--- src/rtl/sc_level_pkg.sv ---
// Shared types, mode constants and load clamp for the Space Invaders level sequencer.
package sc_level_pkg;

  localparam int SC_LEVEL_MODE_SAT  = 0;
  localparam int SC_LEVEL_MODE_WRAP = 1;

  typedef enum logic {
    ARMED   = 1'b0,
    LOCKOUT = 1'b1
  } level_state_t;

  // Works on 32-bit values so any module width can use it before truncating.
  function automatic logic [31:0] clamp_level(input logic [31:0] value,
                                              input logic [31:0] lo,
                                              input logic [31:0] hi);
    logic [31:0] result;
    result = value;
    if (value < lo) begin
      result = lo;
    end else if (value > hi) begin
      result = hi;
    end
    return result;
  endfunction

endpackage

--- src/rtl/sc_level_sequencer_edge_sync.sv ---
// Two-flop synchroniser with a falling-edge pulse; idles high so a push-button at rest reads 1.
module sc_edge_sync (
  input  logic clock,
  input  logic reset_n,
  input  logic raw,
  output logic fall
);

  logic       meta;
  logic       stable;
  logic       prev;
  logic [1:0] valid;

  // prev only trusts stable once it holds a genuinely sampled value, so a line
  // already low when reset releases cannot fake a falling edge.
  always_ff @(posedge clock or negedge reset_n) begin
    if (!reset_n) begin
      meta   <= 1'b1;
      stable <= 1'b1;
      prev   <= 1'b0;
      valid  <= 2'b00;
    end else begin
      meta   <= raw;
      stable <= meta;
      valid  <= {valid[0], 1'b1};
      prev   <= stable & valid[1];
    end
  end

  assign fall = prev & ~stable;

endmodule

--- src/rtl/sc_level_sequencer.sv ---
// Game-level counter fed by a synchronised falling-edge request.
// Optional event lockout built when SC_LEVEL_LOCKOUT_EN is defined.
module sc_level_sequencer
  import sc_level_pkg::*;
#(
  parameter int COUNTER_DATAWIDTH_BUS  = 4,
  parameter int COUNTER_MIN_LEVEL      = 0,
  parameter int COUNTER_MAX_LEVEL      = 9,
  parameter int COUNTER_WRAP_MODE      = 0,
  parameter int COUNTER_LOCKOUT_CYCLES = 1024
) (
  input  logic                             SC_COUNTER_CLOCK_50,
  input  logic                             SC_COUNTER_RESET_InLow,
  input  logic                             SC_COUNTER_count_InLow,
  input  logic                             SC_COUNTER_clear_InLow,
  input  logic                             SC_COUNTER_load_InLow,
  input  logic [COUNTER_DATAWIDTH_BUS-1:0] SC_COUNTER_data_InBus,
  output logic [COUNTER_DATAWIDTH_BUS-1:0] SC_COUNTER_regcount_OutBus,
  output logic                             SC_COUNTER_levelup_Out,
  output logic                             SC_COUNTER_wrap_Out,
  output logic                             SC_COUNTER_last_Out
);

  localparam int W  = COUNTER_DATAWIDTH_BUS;
  localparam int WE = COUNTER_DATAWIDTH_BUS + 1;

  localparam logic [W-1:0]  MIN_LVL    = W'(COUNTER_MIN_LEVEL);
  localparam logic [W-1:0]  MAX_LVL    = W'(COUNTER_MAX_LEVEL);
  localparam logic [WE-1:0] MAX_EXT    = WE'(COUNTER_MAX_LEVEL);
  localparam logic          MIN_IS_MAX = (COUNTER_MIN_LEVEL == COUNTER_MAX_LEVEL);
  localparam logic          WRAP_EN    = (COUNTER_WRAP_MODE == SC_LEVEL_MODE_WRAP);

  if (COUNTER_MIN_LEVEL < 0 || COUNTER_MIN_LEVEL >= COUNTER_MAX_LEVEL ||
      COUNTER_MAX_LEVEL >= (1 << COUNTER_DATAWIDTH_BUS) ||
      (COUNTER_WRAP_MODE != SC_LEVEL_MODE_SAT && COUNTER_WRAP_MODE != SC_LEVEL_MODE_WRAP) ||
      COUNTER_LOCKOUT_CYCLES < 1) begin : g_bad_params
    $error("sc_level_sequencer: inconsistent level parameters");
  end

`ifdef SC_LEVEL_LOCKOUT_EN
  localparam int LW = (COUNTER_LOCKOUT_CYCLES > 1) ? $clog2(COUNTER_LOCKOUT_CYCLES) : 1;
  localparam logic [LW-1:0] LOCK_LOAD = LW'(COUNTER_LOCKOUT_CYCLES - 1);
  logic [LW-1:0] lock_cnt;
`endif

  level_state_t  state;
  logic          req_event;
  logic [WE-1:0] level_inc;
  logic          at_max;
  logic          accept;
  logic [W-1:0]  step_level;
  logic [W-1:0]  load_val;

  sc_edge_sync u_count_sync (
    .clock   (SC_COUNTER_CLOCK_50),
    .reset_n (SC_COUNTER_RESET_InLow),
    .raw     (SC_COUNTER_count_InLow),
    .fall    (req_event)
  );

  // The extra top bit keeps the increment from rolling over silently, so the
  // MAX comparison is exact even when MAX is the largest encodable value.
  always_comb begin
    level_inc  = {1'b0, SC_COUNTER_regcount_OutBus} + WE'(1);
    at_max     = (level_inc > MAX_EXT);
    accept     = req_event && (state == ARMED) && (!at_max || WRAP_EN);
    step_level = at_max ? MIN_LVL : level_inc[W-1:0];
    load_val   = W'(clamp_level(32'(SC_COUNTER_data_InBus),
                                32'(COUNTER_MIN_LEVEL), 32'(COUNTER_MAX_LEVEL)));
  end

  // Clear beats load beats a request; a request that loses is simply dropped.
  always_ff @(posedge SC_COUNTER_CLOCK_50 or negedge SC_COUNTER_RESET_InLow) begin
    if (!SC_COUNTER_RESET_InLow) begin
      SC_COUNTER_regcount_OutBus <= MIN_LVL;
      SC_COUNTER_levelup_Out     <= 1'b0;
      SC_COUNTER_wrap_Out        <= 1'b0;
      SC_COUNTER_last_Out        <= MIN_IS_MAX;
      state                      <= ARMED;
`ifdef SC_LEVEL_LOCKOUT_EN
      lock_cnt                   <= '0;
`endif
    end else begin
      SC_COUNTER_levelup_Out <= 1'b0;
      SC_COUNTER_wrap_Out    <= 1'b0;
      if (!SC_COUNTER_clear_InLow) begin
        SC_COUNTER_regcount_OutBus <= MIN_LVL;
        SC_COUNTER_last_Out        <= MIN_IS_MAX;
        state                      <= ARMED;
`ifdef SC_LEVEL_LOCKOUT_EN
        lock_cnt                   <= '0;
`endif
      end else if (!SC_COUNTER_load_InLow) begin
        SC_COUNTER_regcount_OutBus <= load_val;
        SC_COUNTER_last_Out        <= (load_val == MAX_LVL);
        state                      <= ARMED;
`ifdef SC_LEVEL_LOCKOUT_EN
        lock_cnt                   <= '0;
`endif
      end else if (accept) begin
        SC_COUNTER_regcount_OutBus <= step_level;
        SC_COUNTER_last_Out        <= (step_level == MAX_LVL);
        SC_COUNTER_levelup_Out     <= 1'b1;
        SC_COUNTER_wrap_Out        <= at_max;
`ifdef SC_LEVEL_LOCKOUT_EN
        state                      <= LOCKOUT;
        lock_cnt                   <= LOCK_LOAD;
`endif
      end
`ifdef SC_LEVEL_LOCKOUT_EN
      else if (state == LOCKOUT) begin
        if (lock_cnt == '0) begin
          state <= ARMED;
        end else begin
          lock_cnt <= lock_cnt - LW'(1);
        end
      end
`endif
    end
  end

endmodule

--- config.mk ---
export PLATFORM = sky130hd
export DESIGN_NAME = sc_level_sequencer
export DESIGN_NICKNAME = d
export VERILOG_FILES = /design/src/rtl/sc_level_pkg.sv /design/src/rtl/sc_level_sequencer_edge_sync.sv /design/src/rtl/sc_level_sequencer.sv
export SDC_FILE = /design/constraint.sdc
export NUM_CORES = 1
export LEC_CHECK = 0
export BUFFER_PORTS_ARGS = -buffer_cell sky130_fd_sc_hd__buf_2
export CORE_UTILIZATION = 45
export CTS_BUF_LIST = sky130_fd_sc_hd__clkbuf_16
export CTS_CLUSTER_DIAMETER = 40
export DETAILED_ROUTE_END_ITERATION = 6
export PLACE_DENSITY = 0.69
export SKIP_LAST_GASP = 1
export SLEW_MARGIN = 10
export SYNTH_ARGS = -nofsm -noshare
export SYNTH_HDL_FRONTEND = slang
export SYNTH_SLANG_ARGS = --single-unit
--- constraint.sdc ---
create_clock -name SC_COUNTER_CLOCK_50 -period 2.6 [get_ports SC_COUNTER_CLOCK_50]
set_input_delay 0.39 -clock SC_COUNTER_CLOCK_50 [delete_from_list [all_inputs] [get_ports SC_COUNTER_CLOCK_50]]
set_output_delay 0.39 -clock SC_COUNTER_CLOCK_50 [all_outputs]
set_load 0.02 [all_outputs]
==> qor.yml <==
status: "finished clean"
final_common_cell: "buf_2"
setup_slack_ps: 661.4
io_buffer_count: 15
preCtsSetupSlack_ps: 693.6
die_w_um: 40.50
arrival_ps: 2050
vias_per_cell: 5.463
insertedDiodeCount: 0
cts_setup_buffers: 0
async_reset_ff_frac: 1.000
finalHoldWorstSlack_ps: 21.51
rr_worst_depth: 7
cts-resized-gates: 0
rsz0062_at_grt: "false"
crit_path_max_fanout: 7
yosysWarnings: 0
first_pass_iters: 4
start_util: 0.5000
placed_cell_area_um2: 757.0
irDropWorstVdd_uv: 620.0
grt_pass1_vias: 455
slew_violations: 0
syn_nets: 73
grt_max_degree: 16
start_kind: "flip-flop"
fin_total_pwr_w: 0.0005628
final.setup.tns_ps: 0
numCtsBuffers: 3
end_kind: "flip-flop"
hold_violations: 0
die_area_um2: 1640
min_period_ps: 1939
clk_latency_ps: 240
synthCells: 62
antenna_found_initial: 0
synth_ff_type: "dfrtp_1"
max_freq_mhz: 515.8
clock_sinks: 12
areaGrowthSynthToFinish_pct: 25.33
synth-seq-cells: 12
syn_area_um2: 666.9
htreeDepth: 1
rows: 13
ios: 16
cts_tree: "built"
die_h_um: 40.50
groute.usage.overall: 0.2060
cts_buffer_depth: 2
routedWlPerCell_um: 13.97
clk_pin_slew_worst_paths_ps: 40
drive_above_1_share: 0.3375
hold_buffers: 0
num_vias: 519
period_share: 0.7456
cp_data_required_time_ps: 2710
skew_ps: 1.161
gp_congestion: 0.7204
cellPowerDensity_nw_per_um2: 673.4
routed_wl_mm: 1.327
root_buffer: "clkbuf_16"
drc: 0
grt_pass1_wl_mm: 2.097
grt.overflow.total: 0
synth-edff-count: 0
first_iter_violations: 6
drv_cap: 0
yosysSeqAreaShare: 0.4540
final_area_um2: 835.8
core_area_um2: 1334
drtAntennaViolNets: 0
synth_area_per_cell_um2: 10.76
setup_viol: 0
yosysUniqueCellTypes: 35
path_class: "reg2reg"
p_leak_nw: 0.3713
final_cell_mix: "buf_2 (15), dfrtp_1 (10), nor2b_1 (5)"
nets: 92
hp-class: "in2async"
dpl.hpwl_mm: 1.007
fill_cells: 124
## worst paths after layout
path                                                             startpoint                                        end  slack (ps)
max                               SC_COUNTER_regcount_OutBus[0]$_DFFE_PN0P_            SC_COUNTER_last_Out$_DFFE_PN0P_         660
min                                                  SC_COUNTER_RESET_InLow  SC_COUNTER_regcount_OutBus[0]$_DFFE_PN0P_          20
max reg2reg                       SC_COUNTER_regcount_OutBus[0]$_DFFE_PN0P_            SC_COUNTER_last_Out$_DFFE_PN0P_         660
min reg2reg                                 u_count_sync.valid[0]$_DFF_PN0_            u_count_sync.valid[1]$_DFF_PN0_         350
max in group asynchronous                            SC_COUNTER_RESET_InLow              u_count_sync.stable$_DFF_PN1_        2310
min in group SC_COUNTER_CLOCK_50                     SC_COUNTER_count_InLow                u_count_sync.meta$_DFF_PN1_         250
## final cells by class
class	instances	area, um^2	share of cell area
Multi-Input combinational cell	46	349.1	0.4177
Sequential cell	12	302.8	0.3623
Clock buffer	3	75.07	0.08982
Timing Repair Buffer	15	75.07	0.08982
Tap cell	15	18.77	0.02246
Inverter	3	11.26	0.01347
Clock inverter	1	3.754	0.004491
## routing by layer
layer / wire length (um) / global-route usage
met5: 0 / 0
met4: 0 / 0.05000
met3: 57 / 0.08333
met2: 672 / 0.3373
met1: 597 / 0.2500
## synth_stat cells, drive strengths merged, types with 2 or more instances
cell type	n	area (um^2)
a21oi	2	10.01
a311oi	2	23.77
a31oi	3	33.78
and3	3	20.02
conb	2	7.510
dfrtp	10	250.2
dfstp	2	52.55
ha	2	25.02
inv	3	11.26
nand3	2	15.01
nor2	2	7.510
nor2b	5	31.28
nor3b	2	20.02
o21ai	6	33.78
o31ai	2	15.01
xnor2	2	17.52
## state kept, by name (all words and copies together) (netlist names)
register	count
SC_COUNTER_levelup_Out	1
SC_COUNTER_wrap_Out	1
u_count_sync.stable	1
u_count_sync.prev	1
u_count_sync.valid	2
SC_COUNTER_last_Out	1
u_count_sync.meta	1
SC_COUNTER_regcount_OutBus	4
## worst max-delay path, cell delays in order (launching register included)
cell and delay (ps):
dfrtp_1 480, inv_1 80, ha_1 340, nor2_1 50, o211ai_1 350, a31oi_4 190
a31oi_1 220, o21ai_1 100
## per-stage QoR
| stage | std cells | utilization |
|---|---|---|
| 2_1_floorplan | 62 | - |
| 3_3_place_gp | 91 | 0.5675 |
| 3_5_place_dp | 91 | 0.5675 |
| 4_1_cts | 95 | 0.6266 |
| 5_1_grt | 95 | 0.6266 |
| 6_report | 95 | 0.6266 |
## power by group
group          internal, W  switching, W
Combinational    0.0000291     0.0000435
Sequential        0.000199     0.0000110
Clock             0.000202     0.0000783
Total             0.000430      0.000133
## cells by family (layout without fill, tap and decap cells)
family                     Yosys count  in the layout  synth area share
other                                2              2           0.01126
AOI/OAI and AO/OA                   19             19            0.2364
DFF                                 12             12            0.4540
adders and majority gates            2              2           0.03752
buffers and inverters                4             22           0.02251
muxes                                1              1           0.01501
xor gates and xnor gates             3              3           0.03941
and+or+nand+nor                     19             19            0.1839
Note: power is estimated with default switching activity, not from simulation.
